**src/rtl/key_ctl_multi_if.sv**
```systemverilog
// Keypad controller bus: raw active-low buttons and the dec level in, strobes and
// the packed digit vector out.
interface key_ctl_multi_if #(
  parameter int KEY_NUM = 4,
  parameter int DIGIT_W = 2
);
  logic [KEY_NUM-1:0]         key;
  logic                       enter;
  logic                       init;
  logic                       dec;
  logic                       enter_trig;
  logic                       init_trig;
  logic [KEY_NUM-1:0]         key_evt;
  logic [KEY_NUM*DIGIT_W-1:0] ctrl;

  modport master (
    output key, enter, init, dec,
    input  enter_trig, init_trig, key_evt, ctrl
  );

  modport slave (
    input  key, enter, init, dec,
    output enter_trig, init_trig, key_evt, ctrl
  );
endinterface

```
**src/rtl/key_ctl_multi.sv**
```systemverilog
// Debounced keypad controller: one wrap-around digit per key with up/down stepping,
// long-press auto-repeat and one-cycle enter/init strobes.
module key_ctl_multi #(
  parameter int KEY_NUM       = 4,
  parameter int DIGIT_W       = 2,
  parameter int DIGIT_MAX     = 3,
  parameter int DEB_CYCLES    = 500000,
  parameter int REPEAT_EN     = 1,
  parameter int LONG_CYCLES   = 25000000,
  parameter int REPEAT_CYCLES = 5000000
) (
  input  logic              clk,
  input  logic              rst,
  key_ctl_multi_if.slave    bus_if
);

  localparam int CH       = KEY_NUM + 2;
  localparam int ENTER_CH = KEY_NUM;
  localparam int INIT_CH  = KEY_NUM + 1;
  localparam int DEB_W    = $clog2(DEB_CYCLES);
  localparam int HOLD_MAX = (LONG_CYCLES > REPEAT_CYCLES) ? LONG_CYCLES : REPEAT_CYCLES;
  localparam int HOLD_W   = $clog2(HOLD_MAX + 1);

  logic [CH-1:0]              raw_w;
  logic [CH-1:0]              press_w;
  logic [KEY_NUM-1:0]         held_w;
  logic [KEY_NUM-1:0]         rep_w;
  logic [KEY_NUM-1:0]         evt_w;
  logic [KEY_NUM*DIGIT_W-1:0] ctrl_w;
  logic [KEY_NUM-1:0]         key_evt_q;
  logic                       enter_trig_q;
  logic                       init_trig_q;

  assign raw_w = {bus_if.init, bus_if.enter, bus_if.key};

  // Identical synchroniser + debouncer per button; a press is a registered 1->0 of the level.
  for (genvar c = 0; c < CH; c++) begin : g_chan
    logic             sync1_q, sync2_q;
    logic             lvl_q, lvl_d, lvl_prev_q;
    logic [DEB_W-1:0] deb_q, deb_d;

    // NOTE: every signal written here gets its default first, so no path can infer a latch.
    always_comb begin
      deb_d = deb_q;
      lvl_d = lvl_q;
      if (sync2_q == lvl_q) begin
        deb_d = '0;
      end else if (deb_q == DEB_W'(DEB_CYCLES - 1)) begin
        lvl_d = sync2_q;
        deb_d = '0;
      end else begin
        deb_d = deb_q + 1'b1;
      end
    end

    // NOTE: non-blocking assignments keep the two synchroniser stages as two distinct flops.
    always_ff @(posedge clk or posedge rst) begin
      if (rst) begin
        sync1_q    <= 1'b1;
        sync2_q    <= 1'b1;
        lvl_q      <= 1'b1;
        lvl_prev_q <= 1'b1;
        deb_q      <= '0;
      end else begin
        sync1_q    <= raw_w[c];
        sync2_q    <= sync1_q;
        lvl_q      <= lvl_d;
        lvl_prev_q <= lvl_q;
        deb_q      <= deb_d;
      end
    end

    assign press_w[c] = lvl_prev_q & ~lvl_q;

    if (c < KEY_NUM) begin : g_held
      assign held_w[c] = ~lvl_q;
    end
  end

  for (genvar k = 0; k < KEY_NUM; k++) begin : g_key
    logic [DIGIT_W-1:0] digit_q, digit_d;

    if (REPEAT_EN != 0) begin : g_rep
      logic [HOLD_W-1:0] hold_q, hold_d;
      logic              holding_q, holding_d;
      logic              first_q, first_d;
      logic              rep;

      // hold_q counts cycles since the last event; the first gap is LONG, later gaps REPEAT.
      always_comb begin
        hold_d    = hold_q;
        holding_d = holding_q;
        first_d   = first_q;
        rep       = 1'b0;
        if (!held_w[k]) begin
          holding_d = 1'b0;
          hold_d    = '0;
          first_d   = 1'b0;
        end else if (press_w[k]) begin
          holding_d = 1'b1;
          hold_d    = HOLD_W'(1);
          first_d   = 1'b1;
        end else if (holding_q) begin
          if (hold_q == (first_q ? HOLD_W'(LONG_CYCLES) : HOLD_W'(REPEAT_CYCLES))) begin
            rep     = 1'b1;
            hold_d  = HOLD_W'(1);
            first_d = 1'b0;
          end else begin
            hold_d = hold_q + 1'b1;
          end
        end
      end

      always_ff @(posedge clk or posedge rst) begin
        if (rst) begin
          hold_q    <= '0;
          holding_q <= 1'b0;
          first_q   <= 1'b0;
        end else begin
          hold_q    <= hold_d;
          holding_q <= holding_d;
          first_q   <= first_d;
        end
      end

      assign rep_w[k] = rep;
    end else begin : g_norep
      assign rep_w[k] = 1'b0;
    end

    assign evt_w[k] = press_w[k] | rep_w[k];

    // A clear on the same cycle wins over any step of this digit.
    always_comb begin
      digit_d = digit_q;
      if (press_w[INIT_CH]) begin
        digit_d = '0;
      end else if (evt_w[k]) begin
        if (bus_if.dec) begin
          digit_d = (digit_q == '0) ? DIGIT_W'(DIGIT_MAX) : digit_q - 1'b1;
        end else begin
          digit_d = (digit_q == DIGIT_W'(DIGIT_MAX)) ? '0 : digit_q + 1'b1;
        end
      end
    end

    // NOTE: the digits are plain flops rather than a memory, so they take the reset like any state.
    always_ff @(posedge clk or posedge rst) begin
      if (rst) digit_q <= '0;
      else     digit_q <= digit_d;
    end

    assign ctrl_w[k*DIGIT_W +: DIGIT_W] = digit_q;
  end

  always_ff @(posedge clk or posedge rst) begin
    if (rst) begin
      key_evt_q    <= '0;
      enter_trig_q <= 1'b0;
      init_trig_q  <= 1'b0;
    end else begin
      key_evt_q    <= evt_w;
      enter_trig_q <= press_w[ENTER_CH];
      init_trig_q  <= press_w[INIT_CH];
    end
  end

  assign bus_if.key_evt    = key_evt_q;
  assign bus_if.enter_trig = enter_trig_q;
  assign bus_if.init_trig  = init_trig_q;
  assign bus_if.ctrl       = ctrl_w;

endmodule

```
**src/flat_wrapper.sv**
```systemverilog
// flat-port wrapper written by rule: the top's interface ports become plain ports
module key_ctl_multi_flat 
#(
  parameter int KEY_NUM       = 4,
  parameter int DIGIT_W       = 2,
  parameter int DIGIT_MAX     = 3,
  parameter int DEB_CYCLES    = 500000,
  parameter int REPEAT_EN     = 1,
  parameter int LONG_CYCLES   = 25000000,
  parameter int REPEAT_CYCLES = 5000000
)
  (clk, rst, bus_if_key, bus_if_enter, bus_if_init, bus_if_dec, bus_if_enter_trig, bus_if_init_trig, bus_if_key_evt, bus_if_ctrl);
  key_ctl_multi_if #(.KEY_NUM(KEY_NUM), .DIGIT_W(DIGIT_W)) bus_if_i ();
  input  logic clk;
  input  logic rst;
  input wire logic [$bits(bus_if_i.key)-1:0] bus_if_key;
  input wire logic [$bits(bus_if_i.enter)-1:0] bus_if_enter;
  input wire logic [$bits(bus_if_i.init)-1:0] bus_if_init;
  input wire logic [$bits(bus_if_i.dec)-1:0] bus_if_dec;
  output wire logic [$bits(bus_if_i.enter_trig)-1:0] bus_if_enter_trig;
  output wire logic [$bits(bus_if_i.init_trig)-1:0] bus_if_init_trig;
  output wire logic [$bits(bus_if_i.key_evt)-1:0] bus_if_key_evt;
  output wire logic [$bits(bus_if_i.ctrl)-1:0] bus_if_ctrl;
  assign bus_if_i.key = bus_if_key;
  assign bus_if_i.enter = bus_if_enter;
  assign bus_if_i.init = bus_if_init;
  assign bus_if_i.dec = bus_if_dec;
  assign bus_if_enter_trig = bus_if_i.enter_trig;
  assign bus_if_init_trig = bus_if_i.init_trig;
  assign bus_if_key_evt = bus_if_i.key_evt;
  assign bus_if_ctrl = bus_if_i.ctrl;
  key_ctl_multi #(.KEY_NUM(KEY_NUM), .DIGIT_W(DIGIT_W), .DIGIT_MAX(DIGIT_MAX), .DEB_CYCLES(DEB_CYCLES), .REPEAT_EN(REPEAT_EN), .LONG_CYCLES(LONG_CYCLES), .REPEAT_CYCLES(REPEAT_CYCLES)) u_core (.clk(clk), .rst(rst), .bus_if(bus_if_i));
endmodule
```
**config.mk**
```make
export PLATFORM = sky130hd
export DESIGN_NAME = key_ctl_multi_flat
export DESIGN_NICKNAME = d
export VERILOG_FILES = /design/src/rtl/key_ctl_multi_if.sv /design/src/rtl/key_ctl_multi.sv /design/src/flat_wrapper.sv
export SDC_FILE = /design/constraint.sdc
export NUM_CORES = 1
export LEC_CHECK = 0
export CAP_MARGIN = 10
export CORE_ASPECT_RATIO = 1.2
export CORE_MARGIN = 5
export CORE_UTILIZATION = 60
export DETAILED_ROUTE_END_ITERATION = 8
export PLACE_DENSITY = 0.84
export SLEW_MARGIN = 15
export SYNTH_ARGS = -nofsm -noshare
export SYNTH_HDL_FRONTEND = slang
export SYNTH_SLANG_ARGS = --single-unit
```
**constraint.sdc**
```tcl
create_clock -name clk -period 9.6 [get_ports clk]
set_input_delay 0.96 -clock clk [delete_from_list [all_inputs] [get_ports clk]]
set_output_delay 0.96 -clock clk [all_outputs]
set_load 0.05 [all_outputs]
```
==> metrics.md, run 1 <==
| Metric | Value |
|---|---|
| Crit-path leading delay family | `buffers and inverters` |
| Die area | `about 25,000 um2` |
| Post-Syn Instances | `1,326` |
| Pwr Total | `2.23 mW` |
| Dpl hpwl | `approximately 16,000 um` |
| Syn_area_per_cell | `9.72 um2` |
| Multiplexer share of the synthesized area | `0.00825` |
| Final net count | `between 1,000 and 1,500` |
| Initial DRC count | `roughly 560` |
| Final hold vios | `0` |
| Register bit total from synthesis | `260` |
| Post-CTS resize count | `0` |
| Reg clk slew, reported paths | `roughly 0.07 ns` |
| H-tree depth | `1` |
| CP Launch Type | `register` |
| Hold_buf cts | `0` |
| Crit path largest cell delay | `between 0.8 and 0.9 ns` |
| Final cycle utilization of the critical path | `0.290` |
| # diodes | `0` |
| Asr flop ratio synth | `1.00` |
| Synth top area cells | `dfrtp_1 (46%), xnor2_1 (9.0%), nor2_1 (7.7%), dfstp_2 (4.9%), xor2_1 (4.7%)` |
| CP Launch Point | `u_core.g_key[1].digit_q[0]$_DFFE_PP0P_` |
| Clk buf depth | `3` |
| Setup crit end kind | `output port` |
| Clock Root Buffer | `clkbuf_16` |
| Worst setup endpoint | `bus_if_ctrl[2]` |
| Slew Viols, Final | `0` |
| Ys flop type | `dfrtp_1` |
| WP depth | `1` |
| Drt total wl | `between 20,000 and 25,000 um` |
| Mapped cell area | `12,900 um2` |
| Layout cells sized above 1 | `0.0693` |
| Initial antenna violation count | `0` |
| # DRC | `0` |
| Post-synth EDFFs | `0` |
| WP buf/inv | `1` |
| Warnings from Yosys | `0` |
| Gr usage total | `0.206` |
| Max-cap violations | `0` |
| Main combinational cell family by area after synthesis | `simple AND/OR/NAND/NOR gates` |
| GRT overflow | `0` |
| Die Wd | `between 100 and 150 um` |
| # IOs | `23` |
| Worst Tran Pin Value | `between 0.8 and 0.9 ns` |
| Vias in the first global route | `between 9,000 and 10,000` |
| Area of the multi-input gates | `5970 um2` |
| Clk_skew | `around 0.014 ns` |
| Most frequent cell after synthesis | `nor2_1` |
| Per-cell routed wire length | `around 15 um` |
| Sum of negative setup slack | `0 ns` |
| Vias per std cell | `around 5.8` |
| XOR/XNOR Fraction of Synth Area | `0.137` |
| Sequential share of the synthesized area | `0.507` |
| CORE AREA | `approximately 21,000 um2` |
| Starting Density | `0.612` |
| R2r setup slk | `about 7.0 ns` |
| Simple-gate portion of the synthesized area | `0.268` |
| Slowest-stage cell, CP | `clkdlybuf4s50_1` |
| Largest net degree at the start of global routing | `124` |
| Fill cell count | `~1,600` |
| RSZ-0062 raised after global routing | `false` |
| Arrival time worst endpoint | `between 1.5 and 2 ns` |
| Setup violations, final | `0` |
| Most common library cells after synthesis | `nor2_1 (265), dfrtp_1 (236), xnor2_1 (133)` |
| Post-CTS Setup Bufs | `0` |
| Cell taking the most area after synthesis | `dfrtp_1` |
| Clock buffer count from CTS | `26` |
| Peak Freq | `0.359 GHz` |
| Share of Yosys cell area claimed by the top area cell type | `0.458` |
| Cell Pwr Density | `about 160 nW/um2` |
| Final min period | `between 2 and 3 ns` |
| Die height | `about 170 um` |
| First-pass GRT wire length | `about 43,000 um` |
| Pre-antenna DRT Iters | `5` |
| Outcome | `finished, final reports clean` |
| Clk sinks | `between 200 and 300` |
| RR Startpoint | `u_core.g_key[2].g_rep.first_q$_DFFE_PP0P_` |
| Reg area | `between 6000 and 7000 um2` |
| Buffers on Ports | `22` |
| R2R depth | `5` |
| Crit Path Max Fanout | `4` |
| GPL Wtd Cong | `about 0.84` |
| Worst-Skew Late Latency | `between 0.5 and 0.6 ns` |
| Min-Delay Startpoint | `u_core.g_chan[3].sync1_q$_DFF_PP1_` |
| Core Rows | `58` |
| Worst Setup Path Type | `reg2out` |
| Synth Area in Compound Gates | `0.0306` |
| Syn-to-layout area delta | `10.1%` |
| Synth Net Count | `approximately 1,400` |
| Leak | `5.99 nW` |
| Tightest Hold Check Type | `reg2reg` |
| Slew headroom | `0.407` |
| Vias | `~9,400` |
| Post-synthesis adder-cell area fraction | `0.0194` |
| VDD IR max | `between 150 and 200 uV` |
| TritonCTS clock tree | `built` |
| Routed Antenna Nets | `0` |
| Worst-path cell chain | `clkdlybuf4s50_1` |
| Reg-to-Reg End | `u_core.g_key[2].g_rep.first_q$_DFFE_PP0P_` |
| Worst path required time | `8.64 ns` |
| Post-synth cell types | `55` |
==> worst min path at each step <==
stage	to	slack (ns)	cells past startpoint
after floorplan	u_core.g_chan[0].sync2_q$_DFF_PP1_	0.35	0
after global placement	u_core.g_chan[0].sync2_q$_DFF_PP1_	0.35	0
after detailed placement	u_core.g_chan[0].sync2_q$_DFF_PP1_	0.35	0
after CTS	u_core.g_chan[0].sync2_q$_DFF_PP1_	0.36	0
after global routing	u_core.g_chan[3].sync2_q$_DFF_PP1_	0.36	0
final	u_core.g_chan[3].sync2_q$_DFF_PP1_	0.36	0
==> sequential cells by signal, indices dropped and copies added (netlist names) <==
| signal | flops |
|---|---|
| u_core.g_key.g_rep.first_q | 4 |
| u_core.g_chan.lvl_prev_q | 6 |
| u_core.g_chan.lvl_q | 6 |
| u_core.g_key.g_rep.hold_q | 100 |
| u_core.bus_if.init_trig | 1 |
| u_core.g_chan.sync1_q | 6 |
| u_core.g_key.digit_q | 8 |
| u_core.g_chan.sync2_q | 6 |
| u_core.bus_if.key_evt | 4 |
| u_core.g_chan.deb_q | 114 |
| u_core.bus_if.enter_trig | 1 |
| u_core.g_key.g_rep.holding_q | 4 |
==> cells in the final DEF (no fill, tap or decap), types with 10 or more instances in the layout <==
| cell | netlist | layout |
|---|---|---|
| clkbuf_16 | 0 | 27 |
| dfrtp_1 | 236 | 236 |
| o21ai_0 | 10 | 10 |
| and4_1 | 22 | 22 |
| inv_1 | 52 | 51 |
| dfstp_2 | 24 | 24 |
| nand2b_1 | 14 | 14 |
| or3_1 | 12 | 12 |
| nor4bb_1 | 10 | 10 |
| xnor2_1 | 133 | 133 |
| and3_1 | 17 | 17 |
| nand4_1 | 47 | 47 |
| nor4b_1 | 11 | 11 |
| ha_1 | 20 | 20 |
| nor2_1 | 265 | 265 |
| nor4_1 | 33 | 33 |
| nand2_1 | 96 | 96 |
| nand3_1 | 64 | 64 |
| xor2_1 | 69 | 69 |
| clkdlybuf4s50_1 | 0 | 22 |
| nor3_1 | 50 | 50 |
==> power by group <==
part,internal (mW),switching (mW)
Clock,0.626,0.440
Sequential,1.11,0.00780
Combinational,0.0119,0.0351
Total,1.74,0.483
==> layer usage <==
layer,vias up,track usage,part of all wire
met1,4607,0.275,0.44
met4,0,0.0573,0.021
met3,49,0.0285,0.040
li1,4529,-,-
met2,172,0.356,0.50
met5,-,0,0
==> per-stage QoR <==
step | setup slack, ns | instances | cell area, um2 | hold slack (ns) | utilization
after floorplan | 1.52 | 1326 | 12900 | 0.345 | -
after global placement | 6.56 | 1578 | 13300 | 0.346 | 0.631
after detailed placement | 6.53 | 1578 | 13300 | 0.347 | 0.631
after CTS | 6.79 | 1626 | 14200 | 0.356 | 0.674
after global routing | 6.77 | 1626 | 14200 | 0.358 | 0.674
final | 6.81 | 1626 | 14200 | 0.356 | 0.674
==> cell families (layout without fill, tap and decap cells) <==
logic type	after synthesis	in the layout
muxes	10	10
adders and majority gates	20	20
DFF	260	260
buffers and inverters	94	124
AOI/OAI and AO/OA	51	51
and+or+nand+nor	689	689
xor gates and xnor gates	202	202
==> cell type report <==
cell class / instances / area share
multi-input combinational: 972 / 0.420
inverter: 52 / 0.0143
clock buffer: 33 / 0.0513
timing repair buffer: 24 / 0.0166
tap: 270 / 0.0238
clock inverter: 15 / 0.0131
sequential: 260 / 0.460
Note: power is estimated with default switching activity, not from simulation.
==> run 2: changes to the inputs <==
--- a/config.mk
+++ b/config.mk
@@ -8,7 +8,7 @@
 export CAP_MARGIN = 10
 export CORE_ASPECT_RATIO = 1.2
 export CORE_MARGIN = 5
-export CORE_UTILIZATION = 60
+export CORE_UTILIZATION = 57
 export DETAILED_ROUTE_END_ITERATION = 8
 export PLACE_DENSITY = 0.84
 export SLEW_MARGIN = 15
==> constraint.sdc (replaced) <==
create_clock -name clk -period 2.4 [get_ports clk]
set_input_delay 0.24 -clock clk [delete_from_list [all_inputs] [get_ports clk]]
set_output_delay 0.24 -clock clk [all_outputs]
set_load 0.05 [all_outputs]
==> metrics.md, run 2 (synthesis gave the netlist of run 1 again) <==
| Metric | Value |
|---|---|
| Die Wd | `147 um (+2.4%)` |
| RSZ-0062 raised after global routing | `false` |
| Leak | `6.12 nW (+2.1%)` |
| Clock buffer count from CTS | `27 (+3.8%)` |
| TritonCTS clock tree | `built` |
| Crit path largest cell delay | `0.48 ns (-0.36 ns)` |
| Clk buf depth | `3 (unchanged)` |
| Clock Root Buffer | `clkbuf_16` |
| R2r setup slk | `0.16 ns (-6.80 ns)` |
| Arrival time worst endpoint | `2.66 ns (+0.83 ns)` |
| Initial DRC count | `496 (-12%)` |
| Crit-path leading delay family | `simple AND/OR/NAND/NOR gates` |
| Sw frac | `0.208 (-0.00829)` |
| Sum of negative setup slack | `0 ns (unchanged)` |
| Gr usage total | `0.192 (-0.0139)` |
| Pre-antenna DRT Iters | `5 (unchanged)` |
| Post-layout util | `0.645 (-0.0295)` |
| Largest net degree at the start of global routing | `57 (-54%)` |
| Final min period | `2.24 ns` |
| Final worst-path setup slack | `0.159 ns (-6.66 ns)` |
| Slew Viols, Final | `0 (unchanged)` |
| CP Launch Type | `register` |
| Worst slack at placement | `0.180 ns (-6.35 ns)` |
| VDD IR max | `566 uV (+250%)` |
| # diodes | `0 (unchanged)` |
| CORE AREA | `22,400 um2 (+6.3%)` |
| Commonest non-fill, non-tap cell in the layout | `nor2_1` |
| Final cycle utilization of the critical path | `0.934` |
| Starting Density | `0.576 (-0.0363)` |
| Post-CTS Setup Bufs | `0 (unchanged)` |
| # IOs | `23 (unchanged)` |
| Setup crit end kind | `register` |
| Setup violations, final | `0 (unchanged)` |
| H-tree depth | `1 (unchanged)` |
| DP Area | `13,500 um2 (+1.4%)` |
| Tightest Hold Check Type | `in2async` |
| Peak Freq | `~0.45 GHz` |
| Final hold vios | `0 (unchanged)` |
| RR Startpoint | `u_core.g_key[1].g_rep.hold_q[0]$_DFFE_PP0P_` |
| Die height | `175 um (+2.4%)` |
| Largest registers | `u_core.g_chan.deb_q (114), u_core.g_key.g_rep.hold_q (100), u_core.g_key.digit_q (8)` |
| Finished Cell Area | `14,400 um2 (+1.7%)` |
| Drt total wl | `24,100 um (+0.27%)` |
| Clock network power share | `0.487 (+0.009)` |
| Layout cells sized above 1 | `0.0815 (+0.0122)` |
| Worst-path cell chain | `inv_1, ha_1, or4bb_1, nor4_1, o211a_1, or3_2, buf_12, nor2_1` |
| Part of the power in combinational logic | `0.023 (+0.002)` |
| Reg-to-Reg End | `u_core.g_key[1].g_rep.hold_q[5]$_DFFE_PP0P_` |
| Commonest non-fill, non-tap cells in the layout | `nor2_1 (265), dfrtp_1 (236), xnor2_1 (133), nand2_1 (96), xor2_1 (69)` |
| Die area | `25,700 um2 (+4.9%)` |
| Syn-to-layout area delta | `11.9%` |
| GRT overflow | `0 (unchanged)` |
| Reg clk slew, reported paths | `0.06 ns (about the same)` |
| Vias in the first global route | `9,388 (+0.075%)` |
| GPL Wtd Cong | `0.858 (+2.3%)` |
| WP buf/inv | `2 (+1)` |
| Routed Antenna Nets | `0 (unchanged)` |
| Cell Pwr Density | `630 nW/um2 (+300%)` |
| Outcome | `finished, final reports clean` |
| Final net count | `1,382 (+1.2%)` |
| Worst-Skew Late Latency | `0.53 ns (about the same)` |
| # DRC | `0 (unchanged)` |
| Vias | `9,374 (+0.18%)` |
| Worst hold margin | `0.0917 ns (-0.264 ns)` |
| Max-cap violations | `0 (unchanged)` |
| Core Rows | `60 (+3.4%)` |
| Worst Setup Path Type | `reg2reg` |
| Hold_buf cts | `0 (unchanged)` |
| Worst Tran Pin Value | `0.725 ns (-0.165 ns)` |
| Initial antenna violation count | `0 (unchanged)` |
| Sequential share of power | `0.490 (-0.010)` |
| Worst path required time | `2.82 ns (-5.82 ns)` |
| Most flops, register | `u_core.g_chan.deb_q` |
| Post-CTS resize count | `0 (unchanged)` |
| Crit Path Max Fanout | `22 (+18)` |
| Slew headroom | `0.513 (+0.106)` |
| Vias per std cell | `5.67 (-1.5%)` |
| Slowest-stage cell, CP | `or4bb_1` |
| Dpl hpwl | `16,300 um (+2.9%)` |
| Clk sinks | `260 (unchanged)` |
| Switching power total | `1.90 mW (+290%)` |
| Per-cell routed wire length | `14.6 um (-1.4%)` |
| Clk_skew | `0.0119 ns (-0.00212 ns)` |
| Int Pwr | `7.20 mW (+310%)` |
| R2R depth | `8 (+3)` |
| Buffers on Ports | `22 (unchanged)` |
| First-pass GRT wire length | `43,000 um (about the same)` |
| Max FFs per register | `114 (unchanged)` |
[run 2: changes by cell type in the layout (fill, tap and decap cells not counted)]
cell,change
buf_12,+5
clkinv_4,-3
clkinv_2,+4
buf_4,+11
inv_6,-1
bufinv_16,+2
clkinvlp_4,+1
inv_8,-1
[run 2: routing by layer]
layer,vias up,GRT usage,share of wire
met5,-,0,0
met4,0,0.0559,0.018
met3,46,0.0304,0.040
met2,202,0.332,0.50
met1,4564,0.252,0.44
li1,4562,-,-
[run 2: worst register-to-register path: cells and delay by family, from the launching register on]
family,cells,cell delay [ns]
compound gates,1,0.26
fa+ha+maj,1,0.15
buf+inv,2,0.25
flops,1,0.43
simple gates,4,1.05
[run 2: cell type report]
cell class	instances	area (um2)
fillers	1698	7940
flip-flops and latches	260	6540
multi-input cells	972	5970
clock buffers	33	728
repair buffers	40	418
well taps	279	349
clock inverters	17	231
inverters	52	199
[run 2: how the worst max path moves through the flow]
stage,from,end,slack (ns),depth (start not counted)
after global routing,u_core.g_key[1].g_rep.hold_q[0]$_DFFE_PP0P_,u_core.g_key[1].g_rep.hold_q[21]$_DFFE_PP0P_,0.05,8
after global placement,u_core.g_key[1].g_rep.hold_q[2]$_DFFE_PP0P_,u_core.g_key[1].g_rep.hold_q[14]$_DFFE_PP0P_,0.24,6
after CTS,u_core.g_key[1].g_rep.hold_q[0]$_DFFE_PP0P_,u_core.g_key[1].g_rep.hold_q[5]$_DFFE_PP0P_,0.18,8
after floorplan,rst,u_core.bus_if.enter_trig$_DFF_PP0_,-1.25,1
after detailed placement,u_core.g_key[1].g_rep.hold_q[0]$_DFFE_PP0P_,u_core.g_key[1].g_rep.hold_q[5]$_DFFE_PP0P_,0.18,8
final,u_core.g_key[1].g_rep.hold_q[0]$_DFFE_PP0P_,u_core.g_key[1].g_rep.hold_q[5]$_DFFE_PP0P_,0.16,8
[run 2: metrics by stage]
| step | power (mW) | cells |
|---|---|---|
| 4_1_cts | 9.21 | 1653 |
| 3_3_place_gp | 4.74 | 1603 |
| 3_5_place_dp | 4.75 | 1603 |
| 2_1_floorplan | 4.68 | 1326 |
| 6_report | 9.10 | 1653 |
| 5_1_grt | 9.44 | 1653 |
[run 2: power by group through the flow]
stage               registers [mW]  logic, mW  clock network [mW]
floorplan                     4.53      0.145                   0
global placement              4.53      0.209                   0
detailed placement            4.54      0.215                   0
CTS                           4.46      0.217                4.54
global route                  4.46      0.246                4.73
finish                        4.46      0.207                4.43
